--- src/rtl/a23_copro15_ctrl.sv ---
// CP15 controller for the Amber 23 core: cache control and region registers,
// request/acknowledge flush sequencer and a fault capture FIFO.
module a23_copro15_ctrl #(
  parameter int          REGION_SHIFT = 21,
  parameter int          FAULT_DEPTH  = 4,
  parameter logic [31:0] CORE_ID      = 32'h4156_0300
) (
  input  logic        i_clk,
  input  logic        i_rst_n,
  input  logic        i_fetch_stall,
  input  logic [3:0]  i_copro_num,
  input  logic [1:0]  i_copro_operation,
  input  logic [3:0]  i_copro_crn,
  input  logic [31:0] i_copro_write_data,
  input  logic        i_fault,
  input  logic [7:0]  i_fault_status,
  input  logic [31:0] i_fault_address,
  input  logic        i_access_valid,
  input  logic        i_access_write,
  input  logic [31:0] i_access_address,
  input  logic        i_flush_done,
  output logic [31:0] o_copro_read_data,
  output logic        o_cache_enable,
  output logic        o_cache_flush,
  output logic        o_flush_busy,
  output logic [31:0] o_cacheable_area,
  output logic        o_access_cacheable,
  output logic        o_access_updateable
);
  localparam int PW = $clog2(FAULT_DEPTH);
  localparam int CW = PW + 1;

  typedef enum logic {IDLE, FLUSH} flush_state_t;

  flush_state_t r_state;
  logic         r_pending;
  logic [2:0]   r_cache_control;
  logic [31:0]  r_cacheable, r_updateable, r_disruptive;
  logic [31:0]  r_read_data;
  logic         r_acc_cacheable, r_acc_updateable;
  logic [7:0]   r_fault_status  [FAULT_DEPTH];
  logic [31:0]  r_fault_address [FAULT_DEPTH];
  logic [PW-1:0] r_wr_ptr, r_rd_ptr;
  logic [CW-1:0] r_count;
  logic          r_overflow;

  logic        w_dec, w_wr, w_rd, w_in_range, w_req, w_disrupt;
  logic        w_push, w_pop, w_full, w_empty;
  logic [4:0]  w_idx;
  logic [7:0]  w_head_status;
  logic [31:0] w_head_address, w_rd_mux;

  assign w_dec = !i_fetch_stall && (i_copro_num == 4'd15);
  assign w_wr  = w_dec && (i_copro_operation == 2'd2);
  assign w_rd  = w_dec && (i_copro_operation == 2'd1);

  // Addresses beyond the 32 covered regions never match any region bit.
  assign w_idx      = i_access_address[REGION_SHIFT+4:REGION_SHIFT];
  assign w_in_range = (i_access_address >> (REGION_SHIFT + 5)) == 32'd0;

  assign w_disrupt = i_access_valid && i_access_write && w_in_range &&
                     r_disruptive[w_idx] && r_cache_control[0] && !i_fetch_stall;
  assign w_req     = (w_wr && (i_copro_crn == 4'd1)) || w_disrupt;

  assign w_empty = (r_count == '0);
  assign w_full  = (r_count == CW'(FAULT_DEPTH));
  assign w_push  = i_fault && !i_fetch_stall;
  assign w_pop   = w_wr && (i_copro_crn == 4'd6) && !w_empty;

  assign w_head_status  = w_empty ? 8'd0  : r_fault_status[r_rd_ptr];
  assign w_head_address = w_empty ? 32'd0 : r_fault_address[r_rd_ptr];

  always_comb begin
    w_rd_mux = 32'd0;
    case (i_copro_crn)
      4'd0:    w_rd_mux = CORE_ID;
      4'd2:    w_rd_mux = {29'd0, r_cache_control};
      4'd3:    w_rd_mux = r_cacheable;
      4'd4:    w_rd_mux = r_updateable;
      4'd5:    w_rd_mux = r_disruptive;
      4'd6:    w_rd_mux = {r_overflow, 7'd0, {{(8-CW){1'b0}}, r_count}, 8'd0, w_head_status};
      4'd7:    w_rd_mux = w_head_address;
      default: w_rd_mux = 32'd0;
    endcase
  end

  always_ff @(posedge i_clk or negedge i_rst_n) begin
    if (!i_rst_n) begin
      r_cache_control  <= '0;
      r_cacheable      <= '0;
      r_updateable     <= '0;
      r_disruptive     <= '0;
      r_read_data      <= '0;
      r_acc_cacheable  <= 1'b0;
      r_acc_updateable <= 1'b0;
    end else begin
      if (w_rd) r_read_data <= w_rd_mux;
      if (w_wr) begin
        case (i_copro_crn)
          4'd2:    r_cache_control <= i_copro_write_data[2:0];
          4'd3:    r_cacheable     <= i_copro_write_data;
          4'd4:    r_updateable    <= i_copro_write_data;
          4'd5:    r_disruptive    <= i_copro_write_data;
          default: ;
        endcase
      end
      if (i_access_valid && !i_fetch_stall) begin
        r_acc_cacheable  <= w_in_range && r_cacheable[w_idx];
        r_acc_updateable <= w_in_range && r_updateable[w_idx];
      end
    end
  end

  // A request during FLUSH, even alongside i_flush_done, restarts with no gap.
  always_ff @(posedge i_clk or negedge i_rst_n) begin
    if (!i_rst_n) begin
      r_state   <= IDLE;
      r_pending <= 1'b0;
    end else begin
      case (r_state)
        IDLE: if (w_req) r_state <= FLUSH;
        FLUSH: begin
          if (i_flush_done) begin
            if (r_pending) r_pending <= w_req;
            else if (!w_req) r_state <= IDLE;
          end else if (w_req) begin
            r_pending <= 1'b1;
          end
        end
        default: r_state <= IDLE;
      endcase
    end
  end

  always_ff @(posedge i_clk or negedge i_rst_n) begin
    if (!i_rst_n) begin
      r_wr_ptr   <= '0;
      r_rd_ptr   <= '0;
      r_count    <= '0;
      r_overflow <= 1'b0;
      for (int i = 0; i < FAULT_DEPTH; i++) begin
        r_fault_status[i]  <= '0;
        r_fault_address[i] <= '0;
      end
    end else begin
      if (w_wr && (i_copro_crn == 4'd6)) r_overflow <= 1'b0;
      if (w_push && (!w_full || w_pop)) begin
        r_fault_status[r_wr_ptr]  <= i_fault_status;
        r_fault_address[r_wr_ptr] <= i_fault_address;
        r_wr_ptr                  <= r_wr_ptr + 1'b1;
      end else if (w_push) begin
        r_overflow <= 1'b1;
      end
      if (w_pop) r_rd_ptr <= r_rd_ptr + 1'b1;
      if (w_push && !w_full && !w_pop) r_count <= r_count + 1'b1;
      else if (w_pop && !w_push)       r_count <= r_count - 1'b1;
    end
  end

  assign o_copro_read_data   = r_read_data;
  assign o_cache_enable      = r_cache_control[0];
  assign o_cache_flush       = (r_state == FLUSH);
  assign o_flush_busy        = (r_state == FLUSH);
  assign o_cacheable_area    = r_cacheable;
  assign o_access_cacheable  = r_acc_cacheable;
  assign o_access_updateable = r_acc_updateable;
endmodule

--- config.mk ---
export PLATFORM = sky130hd
export DESIGN_NAME = a23_copro15_ctrl
export DESIGN_NICKNAME = d
export VERILOG_FILES = /design/src/rtl/a23_copro15_ctrl.sv
export SDC_FILE = /design/constraint.sdc
export NUM_CORES = 1
export LEC_CHECK = 0
export BUFFER_PORTS_ARGS = -buffer_cell sky130_fd_sc_hd__clkbuf_2
export CAP_MARGIN = 5
export CORE_MARGIN = 2
export CORE_UTILIZATION = 52
export CTS_CLUSTER_DIAMETER = 120
export CTS_CLUSTER_SIZE = 12
export DETAILED_ROUTE_END_ITERATION = 12
export GPL_TIMING_DRIVEN = 0
export HOLD_SLACK_MARGIN = 0.1
export PLACE_DENSITY_LB_ADDON = 0.25
export SLEW_MARGIN = 20
export SYNTH_ARGS = -nofsm -noshare
export SYNTH_HDL_FRONTEND = slang
export SYNTH_SLANG_ARGS = --single-unit
--- constraint.sdc ---
create_clock -name i_clk -period 2.1 [get_ports i_clk]
set_input_delay 0.42 -clock i_clk [delete_from_list [all_inputs] [get_ports i_clk]]
set_output_delay 0.42 -clock i_clk [all_outputs]
set_load 0.03 [all_outputs]
Word-level counts from Yosys, hierarchy flattened
Cells that the tools add are included.
{"block": "op_classes", "order_cmp": 4, "bitwise_logic": 3, "eq_ne": 11, "mux": 33, "addsub": 4, "n_reduce_logical": 37}
{"operator": "$pmux 32 s7", "n": 1}
{"operator": "$bwmux 128", "n": 1}
{"operator": "$mux 32", "n": 4}
{"operator": "$bmux 32 s2", "n": 1}
{"operator": "$demux 32 s2", "n": 1}
{"operator": "$bwmux 32", "n": 1}
{"operator": "$logic_not 32->1", "n": 1}
{"operator": "$mux 8", "n": 4}
{"operator": "$logic_and 1x1->1", "n": 20}
{"operator": "$bmux 8 s2", "n": 1}
{"operator": "$demux 8 s2", "n": 1}
{"operator": "$eq 4x3->1 const B", "n": 4}
{"operator": "$bmux 1 s5", "n": 3}
{"operator": "$mux 1", "n": 12}
{"operator": "$reduce_and 2->1", "n": 5}
{"operator": "$eq 4x2->1 const B", "n": 2}
{"operator": "$ge 3x3->1 const B", "n": 2}
{"operator": "$lt 5x6->1 const B", "n": 1}
{"operator": "$mux 3", "n": 2}
{"operator": "$not 2->3", "n": 2}
{"operator": "$logic_not 1->1", "n": 5}
{"operator": "$add 2x1->2 const B", "n": 2}
{"operator": "$eq 4x1->1 const B", "n": 1}
{"operator": "$eq 4x4->1 const B", "n": 1}
{"operator": "12 further kinds", "n": 14}
{"block": "word_totals", "inputBits": 121, "elab_cells": 113, "reg_bits": 303, "output_inout_bits": 69}

Longest topological paths before layout
Gate-level depths: netlist of run 1.
{"block": "depth", "depth_word": 10, "ltp_mapped": 10, "depth_no_buf": 9}

Least setup slack after synthesis of run 1
No wires, ideal clock.
{"block": "synth_timing", "path_kind": "input-to-reg", "from": "input i_fault", "to": "register r_count[2]", "setup_time_ns": 0.134, "slack_ns": -0.051, "arrival_time_ns": 2.017, "stages": 10, "t_required_ns": 1.966, "n_path_buf": 1, "cell_sequence": "nor2b_1 > clkbuf_1 > inv_1 > a21oi_1 > nand2_1 > fa_1 > nor2_1 > nand3_1 > o31ai_1 > a21oi_1"}
{"block": "synth_between", "elab_chain_cells": 4, "elab_cells_between_ends": 7, "classes_between": "mux: 1; reduce/logical: 6"}
{"element": "start: declaration", "line": "15", "text": "input logic i_fault,"}
{"element": "$logic_and 1x1->1 *", "line": "67", "text": "assign w_push = i_fault && !i_fetch_stall;"}
{"element": "$logic_and 1x1->1 or $logic_not 1->1 (tied branches)", "line": "155, 156"}
{"element": "$logic_and 1x1->1, on equally long branches", "line": "155, 156"}
{"element": "$mux 3 or $reduce_bool 2->1 (tied branches)"}
{"element": "end signal: assignment", "line": "155", "text": "if (w_push && !w_full && !w_pop) r_count <= r_count + 1'b1;"}
{"element": "end signal: assignment", "line": "156", "text": "else if (w_pop && !w_push) r_count <= r_count - 1'b1;"}
{"element": "end: declaration", "line": "44", "text": "logic [CW-1:0] r_count;"}
Every way passes the cells marked *; elsewhere a longest branch is shown, timed or not.
A chain may end at the register's enable or synchronous reset.

Worst setup path after layout of run 1
{"block": "layout_timing", "from": "register r_count[1]", "to": "register r_fault_address[15] (netlist bit)"}
{"block": "layout_between", "elab_chain_cells": 5, "elab_cells_between_ends": 7, "classes_between": "eq/ne: 1; reduce/logical: 6"}
{"element": "$logic_not 3->1", "line": "65", "text": "assign w_empty = (r_count == '0);"}
{"element": "$logic_not 1->1", "line": "68", "text": "assign w_pop = w_wr && (i_copro_crn == 4'd6) && !w_empty;"}
{"element": "$logic_and 1x1->1", "line": "68"}
{"element": "$logic_or 1x1->1 *", "line": "147", "text": "if (w_push && (!w_full || w_pop)) begin"}
{"element": "$logic_and 1x1->1 *", "line": "147"}
{"element": "end signal: indexed assignment", "line": "149", "text": "r_fault_address[r_wr_ptr] <= i_fault_address;"}
{"element": "end: declaration", "line": "42", "text": "logic [31:0] r_fault_address [FAULT_DEPTH];"}
Marked as above.

==> flow_metrics.py, run 1 <==
metrics = {
    "detailed_routing": {
        "wirelength_um": 35600,
        "firstDrtPassIters": 9,
        "drt_drc_violations_left": 0,
        "avgViaCountPerCell": 6.09,
        "detailedRoute.firstIterationViolations": 729,
        "final_antenna_net_count": 0,
        "per_cell_routed_wire_length_um": 23.4,
        "via_count": 9270,
    },
    "global_routing": {
        "gr-usage-all-layers_pct": 25.4,
        "antenna_found_initial": 2,
        "grt.overflow.total": 0,
        "grt_pass1_vias": 9537,
        "grt_pass1_wl_um": 55500,
        "grt_max_degree": 79,
    },
    "clock_tree": {
        "cts_tree": "done",
        "cts_max_path_buffers": 3,
        "cts.clk_slew.worst_paths_ps": 60,
        "number_of_buffers_added_by_the_clock_tree_synthesis_step": 29,
        "insertion_delay_ps": 560,
        "htree_levels": 1,
        "clock-root-buffer": "sky130_fd_sc_hd__clkbuf_16",
        "clkSinkCount": 303,
    },
    "synth": {
        "synth_top_area_share_pct": 53.6,
        "synth_enable_flop_cells": 0,
        "netlist_area_before_placement_sq_um": 14100,
        "syn-instance-count": 976,
        "synth_top_cell_by_area": "sky130_fd_sc_hd__dfrtp_1",
        "total_of_warnings_raised_by_yosys": 0,
        "postSynthAreaPerCell_sq_um": 14.5,
        "asyncSetResetFlopFracSynth_pct": 100,
        "synth_flop_cell": "sky130_fd_sc_hd__dfrtp_1",
        "synthMostInstantiatedCell": "sky130_fd_sc_hd__dfrtp_1",
        "synthDistinctLibCells": 50,
        "netlist_top_cells_area": "sky130_fd_sc_hd__dfrtp_1 (54%), sky130_fd_sc_hd__mux2_1 (14%), sky130_fd_sc_hd__mux4_2 (7.2%)",
        "sequential_share_of_the_synthesized_area_pct": 53.6,
        "synth_common_cells": "sky130_fd_sc_hd__dfrtp_1 (303), sky130_fd_sc_hd__mux2_1 (182), sky130_fd_sc_hd__mux2_2 (82), sky130_fd_sc_hd__nand2_1 (73), sky130_fd_sc_hd__mux4_2 (45)",
        "synth.ff_latch_count": 303,
        "synth_fp_nets": 1102,
    },
    "min_path": {
        "hold_start": "i_fault_status[7]",
        "min_delay_worst_endpoint": "r_fault_status[15]",
        "hp-class": "in2reg",
        "whs_path_depth": 2,
    },
    "sta": {
        "hold_ws_ps": 119,
        "finalSetupViolations": 0,
        "maxSlewHeadroom_pct": 46.7,
        "hold_violations": 0,
        "fin_crit_ps": 2080,
        "final.period_utilization_pct": 99.0,
        "grt_setup_unrepaired": "true",
        "achievable_freq_ghz": 0.481,
        "timing_max_transition_violations_final": 0,
        "worst_clock_skew_ps": 26.0,
        "tightestPinTransition_ps": 792,
    },
    "die": {
        "initial_core_util_pct": 52.8,
        "placement_rows": 60,
        "io-pin-count": 190,
        "chipHeight_um": 169,
        "die-area_sq_um": 28500,
        "floorplan.die.width_um": 169,
        "design.core.area_sq_um": 26800,
    },
    "place": {
        "place_congestion": 0.805,
        "numPortBuffers": 165,
        "dp_hpwl_um": 25600,
        "dp.cells": 1486,
    },
    "power_and_ir_drop": {
        "max-vdd-ir-drop_mv": 0.798,
        "p_leak_nw": 7.81,
        "p_per_area_nw_per_um2": 985,
    },
    "flow_run": {
        "max_cap_viol_count": 0,
    },
    "worst_setup_path": {
        "crit_path_start_kind": "flip-flop",
        "reg2reg_from": "r_count[1]",
        "worstPathArrival_ps": 2510,
        "crit_path_end_kind": "flip-flop",
        "worst_r2r_endpoint": "r_fault_address[15]",
        "worst-r2r-cell-count": 7,
        "path_max_fanout": 10,
        "required_time_of_the_critical_path_ps": 2540,
        "timing_worst_setup_path_type": "reg2reg",
        "slack_of_the_worst_reg_to_reg_path_ps": 20,
    },
    "finish": {
        "n_fill_cell": 2116,
        "instances_no_fill": 1523,
        "final-seq-area_sq_um": 7590,
        "finalNetCount": 1306,
        "drive_gt1_share_pct": 33.1,
        "flow.area_growth_from_synthesis_pct": 16.0,
        "multi_input_comb_area_sq_um": 6250,
    },
    "outcome": {
        "run_status": "finished clean",
    },
}
stage by stage:
step | cell area, sq um | setup TNS [ps] | setup slack, ps | total power [W] | utilization (%)
detailed placement | 15500 | -92320 | -758 | 0.0116 | 57.9
global route | 16400 | -1360 | -51.6 | 0.0170 | 61.3
CTS | 16300 | -80.8 | -24.5 | 0.0162 | 60.9
global placement | 15400 | -1853560 | -5880 | 0.0114 | 57.5
floorplan | 14200 | 0 | 1.23 | 0.0105 | -
finish | 16400 | 0 | 20.9 | 0.0162 | 61.3
layout by cell type, fill, tap and decap left out, types with 3 or more instances in the layout:
cell,synthesis,routed
sky130_fd_sc_hd__a22o_1,32,32
sky130_fd_sc_hd__mux4_2,45,45
sky130_fd_sc_hd__nor3_2,2,3
sky130_fd_sc_hd__mux2_2,82,82
sky130_fd_sc_hd__a21oi_1,7,6
sky130_fd_sc_hd__nor2_1,9,8
sky130_fd_sc_hd__clkbuf_1,31,21
sky130_fd_sc_hd__a222oi_1,9,9
sky130_fd_sc_hd__nand4_1,10,10
sky130_fd_sc_hd__clkbuf_2,0,172
sky130_fd_sc_hd__clkbuf_16,0,29
sky130_fd_sc_hd__buf_16,0,4
sky130_fd_sc_hd__nor2b_1,10,9
sky130_fd_sc_hd__nand2b_1,5,5
sky130_fd_sc_hd__inv_1,5,5
sky130_fd_sc_hd__a22oi_1,23,23
sky130_fd_sc_hd__nand3_1,28,28
sky130_fd_sc_hd__clkbuf_4,0,6
sky130_fd_sc_hd__o21ai_0,6,6
sky130_fd_sc_hd__buf_12,2,3
sky130_fd_sc_hd__nand2_1,73,73
sky130_fd_sc_hd__mux4_1,18,18
sky130_fd_sc_hd__buf_4,1,13
sky130_fd_sc_hd__dfrtp_2,0,3
sky130_fd_sc_hd__dfrtp_1,303,300
sky130_fd_sc_hd__buf_2,32,19
sky130_fd_sc_hd__mux2i_1,13,13
sky130_fd_sc_hd__mux2_1,182,182
sky130_fd_sc_hd__a221oi_1,4,4
sky130_fd_sc_hd__ha_1,4,4
sky130_fd_sc_hd__nor4_1,3,3
how the worst max path moves through the flow:
stage | from | endpoint | slack, ps
floorplan | i_copro_crn[0] | r_count[2] | 1
CTS | r_rd_ptr[1] | o_copro_read_data[16] | -20
global route | r_count[0] | r_fault_address[12] | -50
global placement | i_rst_n | o_cacheable_area[23] | -5880
detailed placement | i_fetch_stall | o_copro_read_data[17] | -760
finish | r_count[1] | r_fault_address[15] | 20
flip-flops by register name, summed over array words and instances, names as in the netlist, 3 cells and up:
register / count
o_cacheable_area: 32
o_copro_read_data: 32
r_cache_control: 3
r_count: 3
r_disruptive: 32
r_fault_address: 128
r_fault_status: 32
r_updateable: 32
logic make-up after synthesis:
logic type / after synthesis / share of synthesized area [%]
adder cells (fa/ha/maj): 5 / 0.495
XOR/XNOR: 4 / 0.248
AO/OA/AOI/OAI: 95 / 5.37
buffers and inverters: 74 / 2.56
AND/OR/NAND/NOR: 155 / 5.31
flip-flops: 303 / 53.6
multiplexers: 340 / 32.4
routing by layer:
layer / global-route usage [%] / vias up / part of all wire, %
li1: - / 4100 / -
met1: 35.8 / 4829 / 44
met2: 41.6 / 291 / 48
met3: 4.21 / 50 / 5.8
met4: 6.22 / 0 / 1.9
met5: 0 / - / 0
report_power, final:
| group | leakage [nW] | internal (W) | total, W | switching, W |
|---|---|---|---|---|
| sequential | 3.91 | 0.00748 | 0.00832 | 0.000843 |
| combinational | 3.53 | 0.00190 | 0.00329 | 0.00139 |
| clock | 0.368 | 0.00243 | 0.00455 | 0.00212 |
| total | 7.81 | 0.0118 | 0.0162 | 0.00435 |
repair_timing:
item                       4_1_cts  5_1_grt
hold endpoints to repair        31        0
pin swaps                        1        0
gates resized for setup         20       33
setup endpoints to repair      194      186
setup buffers                    0        3
hold buffers                     2        0
critical path, cell delays in order (launching register included):
cell                      delay (ps)
sky130_fd_sc_hd__dfrtp_2         440
sky130_fd_sc_hd__buf_12          140
sky130_fd_sc_hd__nor2_1          140
sky130_fd_sc_hd__nand2_1         110
sky130_fd_sc_hd__a21o_1          210
sky130_fd_sc_hd__nand3_1         190
sky130_fd_sc_hd__buf_2           360
sky130_fd_sc_hd__mux2_1          370
cell type report:
type                       instances  area share [%]
sequential                       303            46.2
clock buffer                      29            4.42
tap                              341            2.60
inverter                           5           0.114
timing repair buffer             174            6.09
multi-input combinational        599            38.0
antenna                            2          0.0305
buffer                            68            2.39
clock inverter                     2           0.122
Note: power is estimated with default switching activity, not from simulation.
==> run 2, diff against run 1 <==
Settings changed: CORE_ASPECT_RATIO set to 0.6.
==> run 2 against run 1 <==
Core utilization rose by 0.78 points. Combinational power rose by 5%. Final cell count rose by 1.6%. Count of clock-buffer cells in the layout did not move. Sequential power rose by 0.5%. Clock skew fell by 13 ps. Setup slack improved by 38 ps. Flip-flop and latch count did not move. First-iteration DRC count rose by 34%. Critical endpoint is now o_access_cacheable. Highest routed layer unchanged.
==> flow_metrics.py, run 2 (same netlist as run 1, synthesis figures left out) <==
metrics = {
    "outcome": {
        "run_status": "finished clean",
    },
    "detailed_routing": {
        "wirelength_um": 38100,
        "via_count": 9583,
        "drt_drc_violations_left": 0,
        "final_antenna_net_count": 0,
        "per_cell_routed_wire_length_um": 24.7,
        "firstDrtPassIters": 5,
        "detailedRoute.firstIterationViolations": 975,
        "avgViaCountPerCell": 6.19,
    },
    "die": {
        "chipHeight_um": 132,
        "io-pin-count": 190,
        "placement_rows": 46,
        "design.core.area_sq_um": 26600,
        "die-area_sq_um": 28600,
        "initial_core_util_pct": 53.2,
        "floorplan.die.width_um": 217,
    },
    "finish": {
        "most_frequent_standard_cell_in_the_layout_excluding_fill_and_tap_cells": "sky130_fd_sc_hd__dfrtp_1",
        "drive_gt1_share_pct": 34.0,
        "largest_register_ffs": 128,
        "final-seq-area_sq_um": 7590,
        "fin_util_pct": 62.1,
        "regMostFlops": "r_fault_address",
        "finish.instance_area_sq_um": 16500,
        "flow.area_growth_from_synthesis_pct": 16.6,
        "multi_input_comb_area_sq_um": 6270,
        "layout_common_cells": "sky130_fd_sc_hd__dfrtp_1 (300), sky130_fd_sc_hd__mux2_1 (182), sky130_fd_sc_hd__clkbuf_2 (176)",
        "finalNetCount": 1309,
        "n_fill_cell": 2068,
    },
    "global_routing": {
        "grt.overflow.total": 0,
        "globalRoute.busiestLayer": "met1",
        "met1_usage_grt_pct": 42.7,
        "grt_pass1_wl_um": 59400,
        "gr-usage-met3_pct": 6.51,
        "grt_max_degree": 93,
        "antenna_found_initial": 4,
        "gr-usage-all-layers_pct": 27.2,
        "gr-usage-met2_pct": 38.4,
        "grt_pass1_vias": 9755,
    },
    "sta": {
        "hold_violations": 0,
        "tightestPinTransition_ps": 1090,
        "maxSlewHeadroom_pct": 26.8,
        "fin_crit_ps": 2040,
        "timing_max_transition_violations_final": 0,
        "hold_ws_ps": 114,
        "final.period_utilization_pct": 97.2,
        "achievable_freq_ghz": 0.490,
        "finalSetupViolations": 0,
        "grt_setup_unrepaired": "true",
        "worst_clock_skew_ps": 12.6,
        "setup_ws_ps": 58.6,
    },
    "worst_setup_path": {
        "crit_path_end_kind": "flip-flop",
        "crit_path_start_kind": "input port",
        "worstPathArrival_ps": 2470,
        "timing_worst_setup_path_type": "in2reg",
        "required_time_of_the_critical_path_ps": 2520,
        "path_max_fanout": 10,
    },
    "flow_run": {
        "max_cap_viol_count": 0,
    },
    "clock_tree": {
        "clkSinkCount": 303,
        "insertion_delay_ps": 560,
        "cts_max_path_buffers": 3,
        "cts_tree": "done",
        "cts.clk_slew.worst_paths_ps": 70,
        "htree_levels": 1,
        "number_of_buffers_added_by_the_clock_tree_synthesis_step": 29,
        "clock-root-buffer": "sky130_fd_sc_hd__clkbuf_16",
    },
    "power_and_ir_drop": {
        "max-vdd-ir-drop_mv": 0.566,
        "seq_power_share_pct": 51.1,
        "power.total_w": 0.0164,
        "power_report.internal_total_w": 0.0118,
        "p_per_area_nw_per_um2": 992,
        "p_leak_nw": 7.83,
        "p_switching_w": 0.00452,
        "power_frac_clock_pct": 27.8,
        "comb_power_share_pct": 21.2,
        "sw_frac_of_total_pct": 27.6,
    },
    "place": {
        "numPortBuffers": 165,
        "detailedPlace.worstSlack_ps": -589,
        "dpl_cell_area_sq_um": 15500,
        "place_congestion": 0.854,
        "dp_hpwl_um": 27800,
    },
    "min_path": {
        "hp-class": "in2reg",
    },
}
run 2: cell types whose count changed in the layout (fill, tap and decap cells not counted), sizes merged:
cell | previous run | this run
inv | 7 | 6
clkbuf | 229 | 233
dlygate4sd3 | 2 | 1
diode | 2 | 5
run 2: cell type report:
cell class | instances | share of cell area, %
flip-flops and latches | 303 | 46.0
multi-input cells | 599 | 38.0
repair buffers | 177 | 6.10
clock buffers | 29 | 4.40
well taps | 360 | 2.73
plain buffers | 68 | 2.52
inverters | 5 | 0.114
diodes | 5 | 0.0758
clock inverters | 1 | 0.0682
run 2: through the flow:
stage	std cells	setup TNS, ps
detailed placement	1504	-75390
global route	1546	-63.4
global placement	1501	-1835970
floorplan	976	0
finish	1547	0
CTS	1538	0
run 2: final timing paths:
check	startpoint	end	slack (ps)	depth (start not counted)
hold reg to reg	r_fault_status[19]	r_fault_status[19]	490	1
setup / recovery	i_access_address[21]	o_access_cacheable	60	7
setup reg to reg	r_count[2]	r_fault_address[18]	80	6
max in group asynchronous	i_rst_n	r_count[1]	370	5
min in group asynchronous	i_rst_n	r_fault_address[107]	430	3
hold / removal	i_copro_write_data[26]	o_cacheable_area[26]	110	2
run 2: repair_timing:
action / in CTS / in global routing
endpoints found under the hold margin: 54 / 0
setup endpoints to repair: 195 / 180
gates resized for setup: 25 / 42
setup buffers: 3 / 4
hold buffers: 2 / 0
pin swaps: 1 / 5
run 2: power by group through the flow:
| stage | logic (W) | registers [W] | clock network (W) |
|---|---|---|---|
| after floorplan | 0.00236 | 0.00815 | 0 |
| after global placement | 0.00312 | 0.00835 | 0 |
| after detailed placement | 0.00329 | 0.00842 | 0 |
| after CTS | 0.00336 | 0.00835 | 0.00460 |
| after global routing | 0.00378 | 0.00856 | 0.00483 |
| final | 0.00346 | 0.00836 | 0.00454 |
run 2: per-layer routing:
metal  vias to the layer above  share of wire [%]
met4                         0                2.3
met1                      5025                 46
met5                         -                  0
met2                       390                 43
met3                        58                8.3
li1                       4110                  -
run 2: critical path, stage by stage:
cell and delay [ps]:
sky130_fd_sc_hd__clkbuf_2 120, sky130_fd_sc_hd__buf_2 310, sky130_fd_sc_hd__buf_2 370, sky130_fd_sc_hd__mux4_1 360
sky130_fd_sc_hd__nor2b_1 160, sky130_fd_sc_hd__a2111oi_1 570, sky130_fd_sc_hd__o41ai_1 150
==> run 3, diff against run 2 <==
Settings changed: CORE_UTILIZATION 52 to 55.
Clock period 2.1 ns to 2.4 ns, I/O delays scaled along.
==> run 3 against run 2 <==
Hold slack gained 46 ps. Flip-flop and latch count unchanged. Sequential share of layout area up 0.69 points. Via count decreased by 1.2%. Clock power down 12%. Critical path depth is 1 lower. Power fell by 13%. Largest power group unchanged.
==> flow_metrics.py, run 3 (same netlist as run 1, synthesis figures left out) <==
metrics = {
    "power_and_ir_drop": {
        "p_per_area_nw_per_um2": 874,
        "p_leak_nw": 7.72,
        "max-vdd-ir-drop_mv": 0.605,
        "power.total_w": 0.0142,
    },
    "sta": {
        "maxSlewHeadroom_pct": 30.9,
        "fin_crit_ps": 2260,
        "tightestPinTransition_ps": 1030,
        "final.period_utilization_pct": 94.1,
        "achievable_freq_ghz": 0.443,
        "grt_setup_unrepaired": "false",
        "finalSetupViolations": 0,
        "hold_violations": 0,
        "worst_clock_skew_ps": 10.1,
        "setup_ws_ps": 142,
        "timing_max_transition_violations_final": 0,
        "setup_total_negative_slack_ps": 0,
    },
    "clock_tree": {
        "cts.clk_slew.worst_paths_ps": 70,
        "cts_tree": "done",
        "number_of_buffers_added_by_the_clock_tree_synthesis_step": 29,
        "cts.repair_timing.setup_buffer_count": 0,
        "clkSinkCount": 303,
        "cts_max_path_buffers": 3,
        "insertion_delay_ps": 560,
        "clock-root-buffer": "sky130_fd_sc_hd__clkbuf_16",
        "htree_levels": 1,
    },
    "worst_setup_path": {
        "worst_setup_path_startpoint": "r_rd_ptr[1]",
        "path_max_fanout": 10,
        "crit_path_start_kind": "flip-flop",
        "crit_path_end_kind": "flip-flop",
        "slack_of_the_worst_reg_to_reg_path_ps": 140,
        "critical-path-max-stage-delay_ps": 700,
        "timing.critical_path.slowest_stage_cell": "sky130_fd_sc_hd__buf_1",
        "cp-endpoint": "o_copro_read_data[20]",
        "timing_worst_setup_path_type": "reg2reg",
        "required_time_of_the_critical_path_ps": 2850,
        "worstPathArrival_ps": 2710,
        "worst-r2r-cell-count": 6,
        "reg2reg_from": "r_rd_ptr[1]",
        "crit_chain": "clkbuf_1 > buf_1 > mux4_2 > nand2_1 > nand4_1 > a22o_1",
        "worst_r2r_endpoint": "o_copro_read_data[20]",
    },
    "finish": {
        "regMostFlops": "r_fault_address",
        "largest_register_ffs": 128,
        "flow.area_growth_from_synthesis_pct": 14.8,
        "finish.instance_area_sq_um": 16200,
        "finalNetCount": 1301,
        "drive_gt1_share_pct": 31.7,
        "layout_common_cells": "sky130_fd_sc_hd__dfrtp_1 (303), sky130_fd_sc_hd__mux2_1 (182), sky130_fd_sc_hd__clkbuf_2 (168)",
        "most_frequent_standard_cell_in_the_layout_excluding_fill_and_tap_cells": "sky130_fd_sc_hd__dfrtp_1",
    },
    "global_routing": {
        "gr-usage-met3_pct": 7.45,
        "grt_pass1_wl_um": 57300,
        "globalRoute.busiestLayer": "met1",
        "met1_usage_grt_pct": 42.4,
        "grt.overflow.total": 0,
        "grt_pass1_vias": 9628,
        "gr-usage-met2_pct": 41.6,
        "antenna_found_initial": 1,
        "grt_max_degree": 96,
        "gr-usage-all-layers_pct": 28.3,
    },
    "outcome": {
        "run_status": "finished clean",
    },
    "detailed_routing": {
        "final_antenna_net_count": 0,
        "per_cell_routed_wire_length_um": 25.1,
        "detailedRoute.firstIterationViolations": 847,
        "avgViaCountPerCell": 6.29,
        "firstDrtPassIters": 5,
        "wirelength_um": 37700,
        "via_count": 9468,
        "drt_drc_violations_left": 0,
    },
    "die": {
        "io-pin-count": 190,
        "initial_core_util_pct": 56.0,
        "placement_rows": 45,
        "design.core.area_sq_um": 25300,
        "chipHeight_um": 128,
        "die-area_sq_um": 27100,
        "floorplan.die.width_um": 211,
    },
    "min_path": {
        "hp-class": "in2reg",
    },
    "place": {
        "place_congestion": 0.842,
        "dp_hpwl_um": 27600,
        "detailedPlace.worstSlack_ps": -408,
        "numPortBuffers": 165,
        "dpl_cell_area_sq_um": 15500,
    },
    "flow_run": {
        "max_cap_viol_count": 0,
    },
}
==> run 3: cell count changes in the layout (fill, tap and decap cells not counted), sizes merged <==
cell,before,now
clkbuf,233,225
inv,6,7
diode,5,1
==> run 3: power breakdown <==
group,total [W],internal [W],switching (W)
registers,0.00735,0.00654,0.000804
clock network,0.00400,0.00213,0.00187
logic,0.00285,0.00159,0.00126
==> run 3: cell type report <==
type	instances	area [sq um]
Timing Repair Buffer	169	927
Inverter	5	18.8
Clock inverter	2	20.0
Tap cell	329	412
Antenna cell	1	2.50
Clock buffer	29	726
Sequential cell	303	7580
Fill cell	1952	9030
Multi-Input combinational cell	599	6220
Buffer	68	344
==> run 3: what timing repair did <==
action	CTS	global route
hold buffers	1	0
endpoints found under the hold margin	51	0
setup endpoints to repair	0	106
gates resized for setup	0	11
==> run 3: metrics by stage <==
step | std cells | hold slack [ps] | utilization (%)
finish | 1505 | 160 | 64.3
CTS | 1505 | 142 | 64.2
detailed placement | 1473 | 459 | 61.2
global route | 1505 | 165 | 64.3
global placement | 1470 | 468 | 60.9
floorplan | 976 | 184 | -
==> run 3: how the worst min path moves through the flow <==
stage,start,to,depth (start not counted)
6_report,i_copro_write_data[3],o_cacheable_area[3],2
3_3_place_gp,r_fault_address[119],r_fault_address[119],1
2_1_floorplan,i_rst_n,o_access_cacheable,0
4_1_cts,i_copro_write_data[3],o_cacheable_area[3],2
5_1_grt,i_fault_status[4],r_fault_status[12],2
3_5_place_dp,i_rst_n,r_fault_address[77],1
==> run 3: per-layer routing <==
metal  up-vias  part of all wire [%]  wire (um)
met1      4941                    45      17100
li1       4084                     -          -
met4         0                   2.4        911
met5         -                     0          0
met2       380                    44      16400
met3        63                   8.7       3280
==> run 3: worst max-delay path: cells and delay by family, from the launching register on <==
kind	cells	cell delay, ps
buf+inv	2	880
mux	1	430
flops	1	320
simple gates	2	280
compound gates	1	240
